$ cat src/rtl/uart_cmd_receiver.sv
// UART 8N1 command-frame receiver: header + two 16-bit operands.
// Decoded operands and op code are presented with a one-cycle cmd_valid strobe.
module uart_cmd_receiver #(
    parameter int CLKS_PER_BIT   = 868,
    parameter int TIMEOUT_CYCLES = 100000
) (
    input  logic        clk,
    input  logic        rst,
    input  logic        rx,
    output logic [15:0] num1,
    output logic [15:0] num2,
    output logic [1:0]  op,
    output logic        cmd_valid,
    output logic        frame_err,
    output logic        busy
);
    localparam int HALF = CLKS_PER_BIT / 2;
    localparam int CW   = $clog2(CLKS_PER_BIT);
    localparam int TW   = $clog2(TIMEOUT_CYCLES + 1);

    typedef enum logic [1:0] {B_IDLE, B_START, B_DATA, B_STOP} bState_t;
    typedef enum logic [2:0] {F_HDR, F_N1H, F_N1L, F_N2H, F_N2L} fState_t;

    bState_t       bState;
    fState_t       fState;
    logic          rxMeta, rxs;
    logic [CW-1:0] clkCnt;
    logic [2:0]    bitCnt;
    logic [7:0]    shiftReg;
    logic [TW-1:0] toCnt;
    logic [1:0]    opPend;
    logic [15:0]   hold1;
    logic [7:0]    hold2H;

    logic bitEnd, startEdge, byteDone, stopErr, timeoutHit;

    always_comb begin
        bitEnd     = (clkCnt == CW'(CLKS_PER_BIT - 1));
        startEdge  = (bState == B_IDLE) && !rxs;
        byteDone   = (bState == B_STOP) && bitEnd && rxs;
        stopErr    = (bState == B_STOP) && bitEnd && !rxs;
        // A start edge on the expiry cycle takes priority over the timeout.
        timeoutHit = (fState != F_HDR) && (bState == B_IDLE) && !startEdge &&
                     (toCnt >= TW'(TIMEOUT_CYCLES - 1));
    end

    assign busy = (fState != F_HDR) || (bState != B_IDLE);

    always_ff @(posedge clk) begin
        if (rst) begin
            rxMeta    <= 1'b1;
            rxs       <= 1'b1;
            bState    <= B_IDLE;
            fState    <= F_HDR;
            clkCnt    <= '0;
            bitCnt    <= '0;
            shiftReg  <= '0;
            toCnt     <= '0;
            opPend    <= '0;
            hold1     <= '0;
            hold2H    <= '0;
            num1      <= '0;
            num2      <= '0;
            op        <= '0;
            cmd_valid <= 1'b0;
            frame_err <= 1'b0;
        end else begin
            rxMeta    <= rx;
            rxs       <= rxMeta;
            cmd_valid <= 1'b0;
            frame_err <= 1'b0;

            case (bState)
                B_IDLE: if (!rxs) begin
                    bState <= B_START;
                    clkCnt <= '0;
                    bitCnt <= '0;
                end
                B_START: if (clkCnt == CW'(HALF - 1)) begin
                    clkCnt <= '0;
                    bState <= rxs ? B_IDLE : B_DATA;
                end else clkCnt <= clkCnt + 1'b1;
                B_DATA: if (bitEnd) begin
                    clkCnt   <= '0;
                    shiftReg <= {rxs, shiftReg[7:1]};
                    bitCnt   <= bitCnt + 1'b1;
                    if (bitCnt == 3'd7) bState <= B_STOP;
                end else clkCnt <= clkCnt + 1'b1;
                B_STOP: if (bitEnd) begin
                    clkCnt <= '0;
                    bState <= B_IDLE;
                end else clkCnt <= clkCnt + 1'b1;
                default: bState <= B_IDLE;
            endcase

            // Inter-byte idle timer, only meaningful inside a frame.
            if (fState == F_HDR || byteDone || timeoutHit) toCnt <= '0;
            else if (bState == B_IDLE && !startEdge)      toCnt <= toCnt + 1'b1;

            if (stopErr || timeoutHit) begin
                frame_err <= 1'b1;
                fState    <= F_HDR;
            end else if (byteDone) begin
                case (fState)
                    F_HDR: if (shiftReg[7:2] == 6'b101000) begin
                        opPend <= shiftReg[1:0];
                        fState <= F_N1H;
                    end else frame_err <= 1'b1;
                    F_N1H: begin hold1[15:8] <= shiftReg; fState <= F_N1L; end
                    F_N1L: begin hold1[7:0]  <= shiftReg; fState <= F_N2H; end
                    F_N2H: begin hold2H      <= shiftReg; fState <= F_N2L; end
                    F_N2L: begin
                        num1      <= hold1;
                        num2      <= {hold2H, shiftReg};
                        op        <= opPend;
                        cmd_valid <= 1'b1;
                        fState    <= F_HDR;
                    end
                    default: fState <= F_HDR;
                endcase
            end
        end
    end
endmodule
$ cat config.mk
export PLATFORM = sky130hd
export DESIGN_NAME = uart_cmd_receiver
export DESIGN_NICKNAME = d
export VERILOG_FILES = /design/src/rtl/uart_cmd_receiver.sv
export SDC_FILE = /design/constraint.sdc
export NUM_CORES = 1
export LEC_CHECK = 0
export BUFFER_PORTS_ARGS = -buffer_cell sky130_fd_sc_hd__buf_4
export CAP_MARGIN = 20
export CORE_ASPECT_RATIO = 0.6
export CORE_UTILIZATION = 45
export DETAILED_ROUTE_END_ITERATION = 12
export PLACE_DENSITY = 0.73
export SYNTH_ARGS = -nofsm -noshare
export SYNTH_HDL_FRONTEND = slang
export SYNTH_SLANG_ARGS = --single-unit
export TNS_END_PERCENT = 5
$ cat constraint.sdc
create_clock -name clk -period 3.81 [get_ports clk]
set_input_delay 0.1905 -clock clk [delete_from_list [all_inputs] [get_ports clk]]
set_output_delay 0.1905 -clock clk [all_outputs]
set_load 0.005 [all_outputs]
# After elaboration in Yosys (flattened, before gate mapping)

Cells that the tools add are included.

Register bits: 107
Input bits: 3
Output and inout port bits: 37
Word-level logic and storage cells: 93

Add/sub/neg operators: 3
Magnitude comparators: 1
Equality and inequality tests: 17
Mux-type cells: 21
Bitwise operators: 2
Reduce and logical (&&, ||, !) cells: 32

Operator list:

| operator                                        | count |
|---|---|
| 2-to-1 mux 10 bit                               | 3 |
| case mux 10 bit (3 select lines)                | 1 |
| adder 17 x 1 -> 17 bit (second input constant)  | 1 |
| >= comparator 17 bit (second input constant)    | 1 |
| AND reduction 3 bit                             | 5 |
| 2-to-1 mux 2 bit                                | 6 |
| case mux 3 bit (4 select lines)                 | 1 |
| adder 10 x 1 -> 10 bit (second input constant)  | 1 |
| == test 10 bit (second input constant)          | 1 |
| == test 10 x 9 -> 1 bit (second input constant) | 1 |
| != test 2 bit (second input constant)           | 5 |
| 2-to-1 mux 3 bit                                | 3 |
| logical AND 1 bit                               | 8 |
| case mux 2 bit (4 select lines)                 | 1 |
| == test 3 x 2 -> 1 bit (second input constant)  | 2 |
| == test 3 bit (second input constant)           | 2 |
| == test 6 bit (second input constant)           | 1 |
| case mux 3 bit (2 select lines)                 | 1 |
| OR reduction 2 bit                              | 3 |
| 2-to-1 mux 1 bit                                | 5 |
| AND reduction 5 bit                             | 1 |
| == test 2 bit (second input constant)           | 2 |
| logical OR 1 bit                                | 4 |
| AND reduction 2 bit                             | 2 |
| 12 further kinds                                | 15 |

# Depth between registers and ports, before layout

Depth after elaboration: 8
Mapped depth: 7
Gate-level depth less buffers: 5

# Least setup slack after synthesis

No wires, ideal clock.

Kind: register -> register
Start point: reg bState[0]
End point: reg toCnt[13]
Setup time: 86 ps
Arrival: 2045 ps
Path slack: 1678 ps
Cell stages (with the launch flop): 7
Period minus slack after synthesis: 2132 ps
Cells stage by stage: dfxtp_1 > or3b_1 > buf_2 > or3_1 > buf_2 > or4_1 > a221oi_2

Word-level cells in the longest chain between the ends: 7
Elaborated cells on any way between the ends: 13
Those cells by class: 1 x eq/ne; 12 x reduce/logical

Ends and longest elaborated chain:

| element                             | line       | source |
|---|---|---|
| start: declaration                  | 24         | `bState_t bState;` |
| start signal: assignment            | 81         | `bState <= rxs ? B_IDLE : B_DATA;` |
| zero test 2 bit                     | 39, 43, 98 |  |
| logical AND 1 bit                   | 39         | `startEdge = (bState == B_IDLE) && !rxs;` |
| zero test 1 bit                     | 43, 98     |  |
| logical AND 1 bit (2 in a row)      | 43         | `timeoutHit = (fState != F_HDR) && (bState == B_IDLE) && !startEdge &&` |
| logical OR 1 bit                    | 97         | `if (fState == F_HDR \|\| byteDone \|\| timeoutHit) toCnt <= '0;` |
| OR reduction 2 bit (no source line) | -          |  |
| end signal: assignment              | 98         | `else if (bState == B_IDLE && !startEdge) toCnt <= toCnt + 1'b1;` |
| end: declaration                    | 30         | `logic [TW-1:0] toCnt;` |

Parallel ways exist; a longest one is shown, timed or not.
A chain may end at the register's enable or synchronous reset.

# Worst setup path in the final report

Start point: reg toCnt[5]
End point: reg toCnt[16]

Word-level cells in the longest chain between the ends: 4
Elaborated cells on any way between the ends: 5
Those cells by class: 1 x add/sub; 1 x order compare; 3 x reduce/logical

Ends and longest elaborated chain:

| element                             | line | source |
|---|---|---|
| >= comparator 17 bit                | 44   | `(toCnt >= TW'(TIMEOUT_CYCLES - 1));` |
| logical AND 1 bit                   | 43   |  |
| logical OR 1 bit                    | 97   |  |
| OR reduction 2 bit (no source line) | -    |  |

Parallel ways exist; a longest one is shown, timed or not.

==> run_results.csv <==
group,metric,value,unit
outcome,status,"completed",
synth,synth_seq_cells,107,
pwr,pwr-share-comb,2.3,%
placement,io_buffers,39,
timing,fin_crit_sh,67.5,%
synth,yosysSeqAreaShare,44.5,%
synth,syn_inst,542,
clocking,clk_latency,0.35,ns
routing,dr.pass1.iters,5,
floorplanning,dieArea,11100,um2
critical_path,critical_path_required,3.99,ns
floorplanning,num_rows,28,
global_route,grt_pass1_vias,3824,
clocking,cts_root_buffer,"clkbuf_16",
timing,max_slew.worst_pin.slew,1.06,ns
clocking,cts_resized,0,
placement,place_congestion,0.848,
synth,synth_cell_types,55,
critical_path,worstSetupPathType,"flop to flop",
clocking,clockBufferDepth,2,
routing,drc,0,
timing,fin_tns_setup,0,ns
timing,fin_hold_ws,0.0321,ns
flow_run,maxCapViolations,0,
floorplanning,io_pins,40,
routing,ant_nets,0,
floorplanning,fp.dieH,82.2,um
critical_path,arrival,2.75,ns
critical_path,crit_path_start_kind,"flop",
synth,synth_top_area_cell,"dfxtp_1",
min_path,hp-start,"rx",
placement,place_hpwl,7.33,mm
global_route,grt_first_pass_wirelength,18.4,mm
global_route,grt_max_degree,44,
global_route,overflow,0,
pwr,switchingPower,427,uW
synth,yosysWarnings,0,
pwr,p_int,1620,uW
final_layout,drive_above_1_share,13.6,%
synth,async_flop_share,0,%
synth,synth_most_common_cell,"dfxtp_1",
pwr,ir_worst_vdd,0.243,mV
pwr,power.density,373,nW/um2
timing,rsz0062_at_grt,"false",
clocking,h-tree-depth,3,
clocking,numClockSinks,107,
synth,synth_area_leaders,"dfxtp_1 (44%), mux2i_1 (10%), nand2_1 (7.0%)",
global_route,grt_usage,21.1,%
final_layout,area_growth,14.0,%
clocking,cts_made_buffers,9,
pwr,netSwitchingFraction,20.8,%
timing,fin_worst_skew,0.00509,ns
synth,synth.top_cell.area_share,44.5,%
clocking,ctsHoldBuffers,0,
floorplanning,dieWidth,136,um
pwr,leakage,0.00193,uW
routing,drt_wl_total,10.9,mm
final_layout,diodes,0,
routing,wl_per_cell,15.6,um
floorplanning,core,10100,um2
timing,drv_slew,0,
critical_path,cp-end-kind,"flop",
pwr,p_clk_share,42.7,%
synth,synth_edf_count,0,
synth,synthFlopType,"dfxtp_1",
synth,syn-num-nets,550,
min_path,hp-class,"input pin to flop",
clocking,clk_pin_slew_worst_paths,0.07,ns
clocking,cts_tree,"yes",
synth,synth.cell_area,4820,um2
routing,vias,4050,
pwr,seq_power_share,55.0,%
global_route,antenna_found_initial,0,
critical_path,critPathMaxFanout,17,
floorplanning,start_util,47.6,%
routing,first_iter_violations,279,
critical_path,worst_r2r_startpoint,"toCnt[5]",
timing,finalHoldViolations,0,
timing,fmax,389,MHz
timing,setup-violations-final,0,
timing,finalCriticalPeriod,2.57,ns
timing,slew_headroom,27.8,%
synth,netlist_top_cells_count,"dfxtp_1 (107), nand2_1 (90), mux2i_1 (50), clkbuf_1 (30), a21oi_1 (29)",
final_layout,finalNetCount,569,
synth,avgSynthCellArea,8.89,um2
critical_path,cp-startpoint,"toCnt[5]",
clocking,post-cts-setup-buffer-count,0,
routing,viasPerCell,5.79,
-- state kept, by name, summed over array words and instances (netlist names), 3 cells and up, named ones only --
signal    count
num2         16
fState        3
hold1        16
num1         16
clkCnt       10
toCnt        17
shiftReg      8
hold2H        8
bitCnt        3
-- area by class of cell --
cell class                 count  area, um2
tap                          135        169
timing repair buffer          50        375
sequential                   107       2140
multi-input combinational    380       2480
fill                         919       4630
inverter                      13       48.8
clock buffer                  13        270
clock inverter                 2       10.0
-- metrics by stage --
step | worst slack (ns) | power (uW) | area, um2 | utilization, % | std cells
after global routing | 1.09 | 2120 | 5500 | 54.3 | 700
after global placement | 1.40 | 1200 | 5210 | 51.4 | 684
final | 1.24 | 2050 | 5500 | 54.3 | 700
after detailed placement | 1.31 | 1200 | 5220 | 51.5 | 685
after CTS | 1.26 | 2070 | 5500 | 54.3 | 700
after floorplan | 1.68 | 1190 | 4820 | - | 542
-- power by group through the flow --
stage / combinational [uW] / clock [uW] / sequential (uW)
finish: 47.1 / 876 / 1130
detailed placement: 46.3 / 0 / 1150
global placement: 44.2 / 0 / 1150
CTS: 46.7 / 895 / 1130
global route: 52.1 / 939 / 1130
floorplan: 38.8 / 0 / 1150
-- cell families (layout without fill, tap and decap cells) --
kind of cell / after synthesis / in the layout / share of synthesized area (%)
buf+inv: 55 / 78 / 4.49
xor+xnor: 11 / 11 / 2.00
fa+ha+maj: 5 / 5 / 1.30
flops: 107 / 107 / 44.5
mux: 51 / 51 / 10.7
compound gates: 105 / 105 / 15.0
simple gates: 208 / 208 / 22.1
-- metal layers --
| layer | vias up | wire [um] | global-route usage, % |
|---|---|---|---|
| met5 | - | 0 | 0 |
| met4 | 0 | 136 | 6.85 |
| met3 | 16 | 524 | 5.68 |
| met2 | 98 | 4630 | 32.9 |
| met1 | 1939 | 5600 | 28.3 |
| li1 | 1997 | - | - |
-- placed cells by master, fill, tap and decap left out, types with 3 or more instances in the layout --
cell type and count:
a2111oi_0 3, a211oi_1 12, a21oi_1 29, a221oi_1 4
a221oi_2 3, a31oi_1 4, and3_1 4, buf_4 50
clkbuf_16 9, clkbuf_8 3, dfxtp_1 107, ha_1 5
inv_1 12, mux2i_1 50, nand2_1 90, nand2b_1 3
nand3_1 12, nand4_1 26, nor2_1 18, nor2b_1 4
nor3_1 6, nor4_1 5, o211ai_1 4, o21ai_0 7
o21ai_1 8, o221ai_1 3, o31ai_1 19, or2_1 3
or2_2 3, or3_1 8, or4_1 7, xnor2_1 6
xor2_1 5
-- worst paths after layout --
path | endpoint | slack [ns] | cells after the start
hold reg to reg | rxs | 0.44 | 1
hold / removal | rxMeta | 0.03 | 2
setup / recovery | toCnt[16] | 1.24 | 4
setup reg to reg | toCnt[16] | 1.24 | 4
-- critical path: stages, from the launching register on --
cell and delay (ns):
dfxtp_1 0.35, or3_1 0.39, or4_1 0.57, mux2i_2 0.86
a221oi_1 0.23
Note: power is estimated with default switching activity, not from simulation.
